**src/rtl/shift_add_multiplier.sv**
```systemverilog
// Sequential unsigned N x N shift-and-add multiplier, one CLA step per clock.
// Optional MULT_EARLY_TERM_EN: stop once the remaining multiplier bits are zero.
module carry_lookahead_adder #(
    parameter int N = 8
) (
    input  logic [N-1:0] a,
    input  logic [N-1:0] b,
    input  logic         cin,
    output logic [N-1:0] sum,
    output logic         cout
);

    logic [N-1:0] g;
    logic [N-1:0] p;
    logic [N:0]   c;
    logic         cc;
    logic         pp;

    assign g = a & b;
    assign p = a ^ b;

    // Each carry is built directly from g/p/cin, not from the previous carry.
    always_comb begin
        c    = '0;
        cc   = 1'b0;
        pp   = 1'b0;
        c[0] = cin;
        for (int i = 0; i < N; i++) begin
            cc = g[i];
            pp = p[i];
            for (int j = i - 1; j >= 0; j--) begin
                cc = cc | (pp & g[j]);
                pp = pp & p[j];
            end
            c[i+1] = cc | (pp & cin);
        end
    end

    assign sum  = p ^ c[N-1:0];
    assign cout = c[N];

endmodule

module shift_add_multiplier #(
    parameter int N = 8
) (
    input  logic           clk,
    input  logic           rst_n,
    input  logic           start,
    input  logic [N-1:0]   multiplicand,
    input  logic [N-1:0]   multiplier,
    output logic           busy,
    output logic           done,
    output logic [2*N-1:0] product
);

    localparam int CW = $clog2(N + 1);

    typedef enum logic [1:0] {
        IDLE,
        CALC,
        DONE
    } state_t;

    state_t         state;
    state_t         state_nx;
    logic [N-1:0]   acc;
    logic [N-1:0]   q;
    logic [N-1:0]   m;
    logic [CW-1:0]  cnt;
    logic [N-1:0]   addend;
    logic [N-1:0]   sum;
    logic           cout;
    logic [2*N-1:0] shifted;
    logic           early;
    logic           last;

    assign addend = q[0] ? m : '0;

    carry_lookahead_adder #(
        .N(N)
    ) u_cla (
        .a   (acc),
        .b   (addend),
        .cin (1'b0),
        .sum (sum),
        .cout(cout)
    );

    // Carry-out lands in the accumulator MSB after the shift.
    assign shifted = {cout, sum, q[N-1:1]};
    assign last    = (cnt == CW'(1));

`ifdef MULT_EARLY_TERM_EN
    logic [N-1:0] mask;
    assign mask  = ~({N{1'b1}} << cnt);
    assign early = ((q & mask) == '0);
`else
    assign early = 1'b0;
`endif

    always_ff @(posedge clk) begin
        if (!rst_n) begin
            state <= IDLE;
        end else begin
            state <= state_nx;
        end
    end

    always_comb begin
        state_nx = state;
        unique case (state)
            IDLE: if (start) state_nx = CALC;
            CALC: if (early || last) state_nx = DONE;
            DONE: state_nx = start ? CALC : IDLE;
            default: state_nx = IDLE;
        endcase
    end

    assign busy = (state == CALC);
    assign done = (state == DONE);

    always_ff @(posedge clk) begin
        if (!rst_n) begin
            acc     <= '0;
            q       <= '0;
            m       <= '0;
            cnt     <= '0;
            product <= '0;
        end else begin
            unique case (state)
                IDLE, DONE: begin
                    if (start) begin
                        m   <= multiplicand;
                        q   <= multiplier;
                        acc <= '0;
                        cnt <= CW'(N);
                    end
                end
                CALC: begin
                    if (early) begin
                        product <= {acc, q} >> cnt;
                    end else begin
                        {acc, q} <= shifted;
                        cnt      <= cnt - CW'(1);
                        if (last) product <= shifted;
                    end
                end
                default: ;
            endcase
        end
    end

endmodule

```
**config.mk**
```make
export PLATFORM = sky130hd
export DESIGN_NAME = shift_add_multiplier
export DESIGN_NICKNAME = d
export VERILOG_FILES = /design/src/rtl/shift_add_multiplier.sv
export SDC_FILE = /design/constraint.sdc
export NUM_CORES = 1
export LEC_CHECK = 0
export ABC_CLOCK_PERIOD_IN_PS = 3800
export BUFFER_PORTS_ARGS = -buffer_cell sky130_fd_sc_hd__buf_2
export CORE_MARGIN = 2
export CORE_UTILIZATION = 45
export CTS_CLUSTER_SIZE = 30
export DETAILED_ROUTE_END_ITERATION = 16
export GPL_TIMING_DRIVEN = 0
export HOLD_SLACK_MARGIN = 0.1
export PLACE_DENSITY = 0.68
export SKIP_LAST_GASP = 1
export SLEW_MARGIN = 20
export SYNTH_ARGS = -nofsm -noshare
export SYNTH_HDL_FRONTEND = slang
export SYNTH_SLANG_ARGS = --single-unit
```
**constraint.sdc**
```tcl
create_clock -name clk -period 3.8 [get_ports clk]
set_input_delay 0.19 -clock clk [delete_from_list [all_inputs] [get_ports clk]]
set_output_delay 0.19 -clock clk [all_outputs]
set_load 0.005 [all_outputs]
```
# Yosys cells after proc, flatten, opt, wreduce, memory -nomap -nowiden
# Cells that the tools add are included.
# op_classes
n_eq_ne,6
reduce_logical,7
muxes,11
add_sub_neg,1
bitwise_logic,80
# ops
op,n
AND 1 bit,49
case mux 8 bit (2 select lines),2
OR 1 bit,28
2-to-1 mux 8 bit,3
bitwise XOR 8 bit,2
AND 8 bit,1
case mux 4 bit (2 select lines),1
AND reduction 2 bit,4
case mux 2 bit (3 select lines),1
equality test 4 x 1 -> 1 bit (second input constant),1
2-to-1 mux 2 bit,2
2-to-1 mux 4 bit,1
inequality test 2 bit (second input constant),2
subtractor 4 x 1 -> 4 bit (second input constant),1
equality test 2 x 1 -> 1 bit (second input constant),1
equality test 2 bit (second input constant),1
logical NOT 2 bit,1
inequality test 2 x 1 -> 1 bit (second input constant),1
nonzero test 2 bit,1
OR reduction 2 bit,1
2-to-1 mux 1 bit,1
# totals
out_inout_bits,18
wordCells,111
ff_bits,46
input_bits,19

# Longest topological paths before layout
# Gate-level depths: netlist of run 1.
# depth
ltp_word,11
mapped_depth,7
mapped_depth_nobuf,7

# Hierarchy
# From an unflattened synthesis of run 1, not the netlist that was laid out.
# hier_totals
cells_unflattened,227
area_unflattened_um2,2133.3
# by_module_without_submodules
module,cells_per_inst,area_per_inst_um2,instances
shift_add_multiplier,186,1800.5,1
carry_lookahead_adder,41,332.8,1

# Worst setup path after synthesis of run 1
# No wires, ideal clock.
# synth_timing
kind,register -> register
startpoint,register q[0]
endpoint,register acc[5]
period_less_slack_ps,1862
arrival_ps,1767
path_buffers,0
t_required_ps,3705
stages_incl_launch_ff,8
setup_slack_ps,1938
setup_time_ps,95
cell_sequence,dfxtp_1 > and2_1 > ha_1 > a21o_1 > a21oi_2 > nand2_2 > a2111o_1 > o311ai_1
# synth_via
elab_chain_cells,10
# synth_rtl
item,line_no,rtl
start: declaration,68,logic [N-1:0] q;
start signal: assignment,135,q <= multiplier;
start signal: assignment,144,"{acc, q} <= shifted;"
2-to-1 mux 8 bit (*),78,assign addend = q[0] ? m : '0;
bitwise XOR 8 bit or AND 8 bit (tied branches),"20, 19",
AND 1 bit (on tied branches),"32, 33",
"OR 1 bit, or another cell as far along (3 in a row)",32,cc = cc | (pp & g[j]);
OR 1 bit or AND 1 bit (tied branches),32,
OR 1 bit,32,
bitwise XOR 8 bit (*),39,assign sum = p ^ c[N-1:0];
case mux 8 bit (2 select lines) (*),131,unique case (state)
end signal: assignment,144,
end: declaration,67,logic [N-1:0] acc;
# Every way passes the cells marked *; elsewhere a longest branch is shown, timed or not.
# A chain may end at the register's enable or synchronous reset.

# Worst setup path after layout of run 1
# Same ends and word-level chain as after synthesis.

==> results by group, run 1 <==
GRT
  – Pin count of the biggest net entering global routing: 14
  – First-pass GRT wire length: 8466 µm
  – Total track usage: 0.2111
  – Number of global-route vias before repair: 1778
  – Antenna violations before repair: 0
  – Aggregate global routing overflow: 0

Routing
  – Post-route DRC: 0
  – Vias: 1894
  – Wire per inst: 14.25 µm
  – TritonRoute pass-1 iters: 4
  – Post-route ant nets: 0
  – Post-DR vias/cell: 5.411
  – WL final: 4987 µm
  – Initial DRC count: 138

Clock tree
  – Clk slew on worst S/H paths: 0.09 ns
  – CTS sink count: 46
  – TritonCTS Buffers: 5
  – Clock Latency Late Sink: 0.30 ns
  – Post-CTS resize count: 0
  – H-tree Lvls: 2
  – Longest Clk Path Bufs: 2
  – Clk Tree Root Cell: clkbuf_8
  – Hold_buf cts: 0
  – CTS tree: built
  – Post-CTS setup buffer count: 0

Timing
  – RSZ-0062 raised after global routing: false
  – Fin Setup TNS: 0 ns
  – FMAX: 0.4676 GHz
  – Slew Limit Headroom: 0.6286
  – Max-slew violation count: 0
  – Skew final: 0.007406 ns
  – Fin crit period: 2.139 ns
  – Least-Margin Pin Slew: 0.5551 ns
  – Final setup vio count: 0
  – Final hold vios: 0
  – Fin crit share: 0.5628

Placed design
  – Post-DP HPWL: 3478 µm
  – IO buf count: 35
  – Cells after DPL: 342
  – Global placement routability congestion: 0.7908

Logic synthesis
  – Top cells by area, synth: dfxtp_1, nand2_1, a21oi_1, ha_1, a22oi_1
  – Post-Syn Nets: 285
  – Syn avg cell area: 8.219 µm²
  – Cell Area, Synth: 2096 µm²
  – Syn Inst Count: 255
  – Post-synthesis sequential area ratio: 0.4394
  – Number of synthesized flops with an enable pin: 0
  – Share of Yosys cell area claimed by the top area cell type: 0.4394
  – Post-synthesis register bit count: 46
  – Most used DFF post-synth: dfxtp_1
  – Synth async-reset ratio: 0
  – Yosys cell types: 36
  – Ys Warns: 0
  – Synth area leader: dfxtp_1
  – Most common cell in the netlist: nand2_1
  – Top cells by count, synth: nand2_1, dfxtp_1, a21oi_1

Critical path
  – Critical path arrival: 2.35 ns
  – CP Max Fanout: 9
  – Critical-path top delay cell: dfxtp_1
  – Worst setup EP type: register
  – Setup CP Type: register to register
  – Max stage delay on crit path: 0.49 ns
  – Critical Path RT: 4.01 ns
  – Critical path, cell by cell: and2_1 > ha_1 > a21o_1 > a21oi_2 > nand2_2 > a2111o_1 > o311ai_1
  – Crit path launch type: register

Final layout
  – Nets: 327
  – Ratio of cells with drive above 1 in the final layout: 0.1745
  – Syn-to-layout area delta: 15.82%
  – Fin cells: 350
  – Ant. Diodes: 0

Die
  – Die width: 72.25 µm
  – Die area: 5219 µm²
  – Num rows: 24
  – Starting Density: 0.4748
  – Core ar.: 4414 µm²
  – Io pins: 37
  – Die Ht: 72.25 µm

Power and ir drop
  – Total leakage power: 1.045 nW
  – PwrDens: 382.9 nW/µm²
  – Peak VDD IR: 0.0002255 V

Worst hold path
  – Worst hold path type: input pin to register

Job
  – Max-cap viol count: 0

Run status
  – Status: complete, no violations
state kept, by name (all words and copies together), names as in the netlist:
name and count:
product 16, acc 8, m 8, q 8, cnt 4, state 2
worst paths after layout:
kind | startpoint | endpoint | cells past startpoint | slack, ns
hold / removal | multiplicand[4] | m[4] | 3 | 0.12
hold reg to reg | m[3] | m[3] | 2 | 0.45
setup reg to reg | q[0] | acc[5] | 7 | 1.66
setup / recovery | q[0] | acc[5] | 7 | 1.66
where the power goes:
group	switching [mW]	internal (mW)	total [mW]
Combinational	0.0675	0.0371	0.105
Sequential	0.0140	0.501	0.515
Clock	0.163	0.147	0.310
placed cells by master, fill, tap and decap left out, drive strengths merged, types with 2 or more instances in the layout:
cell	n
nand2	54
dfxtp	46
buf	43
a21oi	37
nor2	18
clkbuf	13
and2	11
a22oi	10
nand3	10
ha	10
nand2b	5
inv	4
o21ai	3
xnor2	3
a211oi	3
a31oi	3
nor2b	2
a21o	2
nand4	2
mux2i	2
a2111o	2
o311ai	2
nor3	2
and3	2
per-stage QoR:
stage / area [µm²] / util / setup WS [ns] / total power [mW] / hold WS [ns]
3_3_place_gp: 2336 / 0.5292 / 1.703 / 0.6284 / 0.4313
4_1_cts: 2427 / 0.5499 / 1.640 / 0.9367 / 0.1194
2_1_floorplan: 2096 / - / 1.938 / 0.5923 / 0.3260
6_report: 2427 / 0.5499 / 1.661 / 0.9295 / 0.1239
5_1_grt: 2427 / 0.5499 / 1.494 / 0.9732 / 0.1313
3_5_place_dp: 2336 / 0.5292 / 1.671 / 0.6303 / 0.4381
layout make-up:
class	count	area, µm²
Fill cell	438	1987
Multi-Input combinational cell	191	1099
Sequential cell	46	920.9
Timing Repair Buffer	35	175.2
Clock buffer	7	86.33
Tap cell	52	65.06
Buffer	14	61.31
Inverter	4	15.01
Clock inverter	1	5.005
critical path, delay by kind of cell (launching register included):
family	cells	cell delay, ns
fa+ha+maj	1	0.28
compound gates	4	0.96
simple gates	2	0.33
flops	1	0.49
metal layers:
metal  part of all wire  vias up  GRT usage
li1                   -      972          -
met5                  0        -          0
met3              0.033        7    0.04028
met4              0.014        0    0.07966
met2               0.47       36     0.3323
met1               0.49      879     0.2878
cell families after synthesis:
logic type      synth area share
simple gates              0.2287
fa+ha+maj                0.06925
compound gates            0.2000
flops                     0.4394
xor+xnor                 0.01672
buf+inv                  0.03641
mux                     0.009553
No activity file was read; power rests on OpenSTA's default activity.
==> run 2, diff against run 1 <==
--- a/config.mk
+++ b/config.mk
@@ -5,7 +5,7 @@
 export SDC_FILE = /design/constraint.sdc
 export NUM_CORES = 1
 export LEC_CHECK = 0
-export ABC_CLOCK_PERIOD_IN_PS = 3800
+export ABC_CLOCK_PERIOD_IN_PS = 1750
 export BUFFER_PORTS_ARGS = -buffer_cell sky130_fd_sc_hd__buf_2
 export CORE_MARGIN = 2
 export CORE_UTILIZATION = 45
@@ -13,7 +13,7 @@
 export DETAILED_ROUTE_END_ITERATION = 16
 export GPL_TIMING_DRIVEN = 0
 export HOLD_SLACK_MARGIN = 0.1
-export PLACE_DENSITY = 0.68
+export PLACE_DENSITY = 0.71
 export SKIP_LAST_GASP = 1
 export SLEW_MARGIN = 20
 export SYNTH_ARGS = -nofsm -noshare
==> constraint.sdc (replaced) <==
create_clock -name clk -period 1.75 [get_ports clk]
set_input_delay 0.0875 -clock clk [delete_from_list [all_inputs] [get_ports clk]]
set_output_delay 0.0875 -clock clk [all_outputs]
set_load 0.005 [all_outputs]
==> results by group, run 2 (synthesis results as in run 1) <==
Clock tree
  – CTS sink count: 46 (unchanged)
  – H-tree Lvls: 2 (unchanged)
  – Clk slew on worst S/H paths: 0.09 ns (about the same)
  – Clock Latency Late Sink: 0.31 ns (about the same)
  – Longest Clk Path Bufs: 2 (unchanged)
  – Clk Tree Root Cell: clkbuf_8
  – CTS tree: built
  – TritonCTS Buffers: 5 (unchanged)

Critical path
  – Critical-path top delay cell: dfxtp_4
  – Crit path launch type: register
  – Setup CP Type: register to register
  – CP Max Fanout: 6 (-3)
  – Worst setup EP type: register
  – Max stage delay on crit path: 0.38 ns (-0.11 ns)
  – Critical path arrival: 2.04 ns (-0.31 ns)
  – Critical Path RT: 1.97 ns (-2.04 ns)
  – Critical path, cell by cell: and2_4 > ha_4 > a21o_1 > a21oi_2 > nand2_2 > a2111o_1 > o311ai_1

Power and ir drop
  – Total leakage power: 1.163 nW (+11%)
  – PwrDens: 740.7 nW/µm² (+93%)
  – Peak VDD IR: 0.0004965 V (+120%)
  – Pwr Total: 2.072 mW (+120%)

GRT
  – Total track usage: 0.2178 (+0.006725)
  – Pin count of the biggest net entering global routing: 14 (unchanged)
  – Antenna violations before repair: 0 (unchanged)
  – First-pass GRT wire length: 8797 µm (+3.9%)
  – Aggregate global routing overflow: 0 (unchanged)
  – Number of global-route vias before repair: 1915 (+7.7%)

Die
  – Die width: 72.25 µm (unchanged)
  – Die Ht: 72.25 µm (unchanged)
  – Io pins: 37 (unchanged)
  – Starting Density: 0.4748 (unchanged)
  – Num rows: 24 (unchanged)
  – Die area: 5219 µm² (unchanged)
  – Core ar.: 4414 µm² (unchanged)

Final layout
  – Largest Register: product
  – Fill cell count: 381 (-13%)
  – Ant. Diodes: 0 (unchanged)
  – Fin cells: 376 (+7.4%)
  – Nets: 353 (+8.0%)
  – Syn-to-layout area delta: 33.49%
  – Ratio of cells with drive above 1 in the final layout: 0.2562 (+0.08168)
  – Most common cell after layout, fill and taps aside: nand2_1
  – Max reg flops: 16 (unchanged)
  – Final instance area: 2798 µm² (+15%)
  – Most frequent cells in the layout: nand2_1, dfxtp_1, buf_2, a21oi_1

Routing
  – Post-route ant nets: 0 (unchanged)
  – Initial DRC count: 121 (-12%)
  – Post-DR vias/cell: 5.412 (about the same)
  – WL final: 5300 µm (+6.3%)
  – TritonRoute pass-1 iters: 4 (unchanged)
  – Post-route DRC: 0 (unchanged)
  – Wire per inst: 14.10 µm (-1.1%)
  – Vias: 2035 (+7.4%)

Timing
  – Fin crit period: 1.816 ns (-0.3228 ns)
  – FMAX: 0.5507 GHz (+18%)
  – Hold_ws: 0.1148 ns (-0.009146 ns)
  – Final worst slack: -0.06578 ns (-1.727 ns)
  – Fin crit share: 1.038 (+0.4748)
  – Fin Setup TNS: -0.1721 ns (-0.1721 ns)
  – Max-slew violation count: 0 (unchanged)
  – Skew final: 0.01352 ns (+0.006117 ns)
  – Least-Margin Pin Slew: 0.5422 ns (-0.01291 ns)
  – Final hold vios: 0 (unchanged)
  – Slew Limit Headroom: 0.6386 (+0.009975)
  – RSZ-0062 raised after global routing: true
  – Final setup vio count: 5 (+5)

Run status
  – Status: finished with violations
  – Failing checks: setup timing

Worst hold path
  – Worst hold path type: input pin to register

Placed design
  – Post-DP HPWL: 3446 µm (-0.92%)
  – DP Area: 2355 µm² (+0.80%)
  – Cells after DPL: 342 (unchanged)
  – Global placement routability congestion: 0.8597 (+8.7%)
  – IO buf count: 35 (unchanged)

Job
  – Max-cap viol count: 0 (unchanged)
run 2: changes by cell type in the layout (fill, tap and decap cells not counted), moves of 3 or more:
cell / before / now
ha_2: 0 / 3
dlygate4sd3_1: 0 / 16
buf_2: 42 / 39
ha_1: 10 / 3
and2_4: 0 / 4
ha_4: 0 / 4
buf_4: 0 / 9
and2_1: 10 / 6
run 2: timing repair:
| item | in CTS | in global routing |
|---|---|---|
| pin swaps | 16 | 15 |
| endpoints found under the setup margin | 10 | 19 |
| hold buffers | 16 | 0 |
| setup buffers | 7 | 3 |
| resized for setup | 10 | 18 |
| endpoints found under the hold margin | 16 | 0 |
run 2: final timing paths:
path          from          end  slack, ns  cells after the start
min reg2reg   m[4]         m[4]       0.45                      2
min          rst_n  product[14]       0.11                      3
max           q[0]       acc[5]      -0.07                      7
max reg2reg   q[0]       acc[5]      -0.07                      7
run 2: cell type report:
cell class / count / area, µm² / share of cell area
Inverter: 4 / 15.01 / 0.005367
Timing Repair Buffer: 61 / 417.9 / 0.1494
Multi-Input combinational cell: 191 / 1215 / 0.4343
Buffer: 14 / 68.82 / 0.02460
Tap cell: 52 / 65.06 / 0.02326
Sequential cell: 46 / 924.6 / 0.3305
Clock inverter: 1 / 5.005 / 0.001789
Clock buffer: 7 / 86.33 / 0.03086
run 2: routing by layer:
metal,GRT usage,up-vias,share of wire
met4,0.06918,0,0.013
met1,0.2738,951,0.45
li1,-,1026,-
met2,0.3721,50,0.50
met5,0,-,0
met3,0.04722,8,0.037
run 2: per-stage QoR:
stage / setup slack, ns / util
finish: -0.06578 / 0.6338
global route: -0.1305 / 0.6338
CTS: -0.03813 / 0.6117
detailed placement: -0.2020 / 0.5334
global placement: -0.1916 / 0.5334
floorplan: 0.003050 / -
run 2: where the power goes:
part           switching (mW)  internal (mW)
Combinational           0.154          0.116
Clock                   0.366          0.319
Sequential             0.0302           1.09
run 2: worst max-delay path: cells and delay by family, from the launching register on:
family                     cells  cell delay (ns)
AOI/OAI and AO/OA              4             0.82
DFF                            1             0.38
and+or+nand+nor                2             0.29
adders and majority gates      1             0.24
==> run 3, diff against run 2 <==
--- a/config.mk
+++ b/config.mk
@@ -13,7 +13,7 @@
 export DETAILED_ROUTE_END_ITERATION = 16
 export GPL_TIMING_DRIVEN = 0
 export HOLD_SLACK_MARGIN = 0.1
-export PLACE_DENSITY = 0.71
+export PLACE_DENSITY = 0.67
 export SKIP_LAST_GASP = 1
 export SLEW_MARGIN = 20
 export SYNTH_ARGS = -nofsm -noshare
==> results by group, run 3 (synthesis results as in run 1) <==
Clock tree
  – Clk Tree Root Cell: clkbuf_8
  – H-tree Lvls: 2 (unchanged)
  – CTS tree: built
  – Longest Clk Path Bufs: 2 (unchanged)
  – Clock Latency Late Sink: 0.30 ns (about the same)
  – TritonCTS Buffers: 5 (unchanged)
  – CTS sink count: 46 (unchanged)
  – Clk slew on worst S/H paths: 0.09 ns (about the same)

Routing
  – Wire per inst: 14.44 µm (+2.5%)
  – WL final: 5430 µm (+2.5%)
  – Post-DR vias/cell: 5.378 (-0.64%)
  – Vias: 2022 (-0.64%)
  – M1 WL: 2538 µm (+6.8%)
  – Wire length on met2: 2593 µm (-2.3%)
  – Met3 WL: 217 µm (+9.6%)
  – Post-route ant nets: 0 (unchanged)
  – TritonRoute pass-1 iters: 4 (unchanged)
  – Initial DRC count: 120 (-0.83%)
  – Post-route DRC: 0 (unchanged)
  – Max Used Layer: met4

Timing
  – Fin crit share: 1.029 (-0.009066)
  – Final hold vios: 0 (unchanged)
  – Skew final: 0.006970 ns (-0.006552 ns)
  – Least-Margin Pin Slew: 0.5638 ns (+0.02162 ns)
  – Hold_ws: 0.1305 ns (+0.01578 ns)
  – Fin crit period: 1.800 ns (-0.01586 ns)
  – Slew Limit Headroom: 0.6241 (-0.01441)
  – Max-slew violation count: 0 (unchanged)
  – Final worst slack: -0.04992 ns (+0.01586 ns)
  – RSZ-0062 raised after global routing: true
  – FMAX: 0.5556 GHz (+0.88%)
  – Final setup vio count: 5 (unchanged)

Placed design
  – IO buf count: 35 (unchanged)
  – Global placement routability congestion: 0.7724 (-10%)
  – DP Area: 2355 µm² (unchanged)
  – Cells after DPL: 342 (unchanged)
  – Post-DP HPWL: 3512 µm (+1.9%)

Die
  – Die area: 5219 µm² (unchanged)
  – Die width: 72.25 µm (unchanged)
  – Num rows: 24 (unchanged)
  – Core ar.: 4414 µm² (unchanged)
  – Starting Density: 0.4748 (unchanged)
  – Io pins: 37 (unchanged)
  – Die Ht: 72.25 µm (unchanged)

Final layout
  – Ratio of cells with drive above 1 in the final layout: 0.2562 (unchanged)
  – Most frequent cells in the layout: nand2_1, dfxtp_1, buf_2, a21oi_1, dlygate4sd3_1
  – Most common cell after layout, fill and taps aside: nand2_1
  – Fin cells: 376 (unchanged)
  – Nets: 353 (unchanged)
  – Ant. Diodes: 0 (unchanged)
  – Syn-to-layout area delta: 32.72%
  – Fill cell count: 389 (+2.1%)
  – Max reg flops: 16 (unchanged)
  – Final instance area: 2781 µm² (-0.58%)
  – Largest Register: product

Critical path
  – Crit Reg-Reg Endpoint: acc[5]
  – Crit path max-delay family: compound AO/OA/AOI/OAI gates
  – Number of buffer and inverter stages on the critical path: 0 (unchanged)
  – Critical-path top delay cell: dfxtp_4
  – Critical path arrival: 2.01 ns (-0.03 ns)
  – Critical path, cell by cell: and2_4 > ha_4 > a21o_1 > a21oi_2 > nand2_2 > a2111o_1 > o311ai_1
  – Reg-to-reg critical path startpoint: q[0]
  – Critical Path RT: 1.96 ns (about the same)
  – CP Max Fanout: 6 (unchanged)
  – Worst Setup SP: q[0]
  – Setup CP Type: register to register
  – Worst setup EP type: register
  – Reg2Reg Depth: 7 (unchanged)
  – Crit path launch type: register
  – Max stage delay on crit path: 0.38 ns (about the same)
  – Reg2Reg Setup Slack: -0.05 ns (+0.02 ns)

Power and ir drop
  – Peak VDD IR: 0.0004487 V (-9.6%)
  – PwrDens: 747.1 nW/µm² (+0.86%)
  – Total leakage power: 1.157 nW (-0.54%)

GRT
  – First-pass GRT wire length: 8845 µm (+0.55%)
  – Pin count of the biggest net entering global routing: 15 (+1)
  – Total track usage: 0.2202 (+0.002404)
  – Number of global-route vias before repair: 1908 (-0.37%)
  – Antenna violations before repair: 0 (unchanged)
  – Aggregate global routing overflow: 0 (unchanged)

Worst hold path
  – Hold Path Sink: product[14]
  – Hold path cells: 3 (unchanged)
  – Worst hold path type: input pin to register
  – HP Start: rst_n

Run status
  – Failing checks: setup timing
  – Status: finished with violations

Job
  – Max-cap viol count: 0 (unchanged)
run 3: metrics by stage:
step | power (mW) | setup WS [ns] | util | TNS (ns)
3_5_place_dp | 1.372 | -0.1995 | 0.5334 | -0.7148
3_3_place_gp | 1.369 | -0.1885 | 0.5334 | -0.6346
2_1_floorplan | 1.288 | 0.003050 | - | 0
5_1_grt | 2.178 | -0.1094 | 0.6301 | -0.6754
6_report | 2.078 | -0.04992 | 0.6301 | -0.1272
4_1_cts | 2.080 | -0.03551 | 0.6142 | -0.07024
run 3: routing by layer:
| metal | up-vias | global-route usage |
|---|---|---|
| li1 | 1023 | - |
| met1 | 947 | 0.2933 |
| met2 | 43 | 0.3486 |
| met3 | 9 | 0.05417 |
| met4 | 0 | 0.07757 |
| met5 | - | 0 |
run 3: worst min-delay path, cell delays in order:
cell and delay, ns:
buf_2 0.17, o221ai_1 0.09, a21oi_1 0.05
run 3: what timing repair did:
item	CTS	global route
hold buffers	16	0
pin swaps	16	10
resized for setup	10	13
endpoints found under the setup margin	10	20
endpoints found under the hold margin	16	0
setup buffers	8	3
run 3: report_power, final:
part,internal (mW),switching [mW],leakage (nW)
Sequential,1.09,0.0310,0.375
Combinational,0.115,0.159,0.734
Clock,0.318,0.369,0.0472
run 3: layout make-up:
cell class	count	area, µm²	area share
multi-input cells	191	1201	0.4318
flip-flops and latches	46	924.6	0.3324
repair buffers	61	414.1	0.1489
clock buffers	6	82.58	0.02969
plain buffers	14	66.31	0.02384
well taps	52	65.06	0.02339
inverters	4	15.01	0.005398
clock inverters	2	12.51	0.004498
run 3: worst max path at each step:
stage,to,slack [ns],depth (start not counted)
2_1_floorplan,acc[5],0.003,7
3_3_place_gp,acc[5],-0.19,7
3_5_place_dp,acc[5],-0.20,7
4_1_cts,acc[5],-0.04,7
5_1_grt,acc[5],-0.11,7
6_report,acc[5],-0.05,7
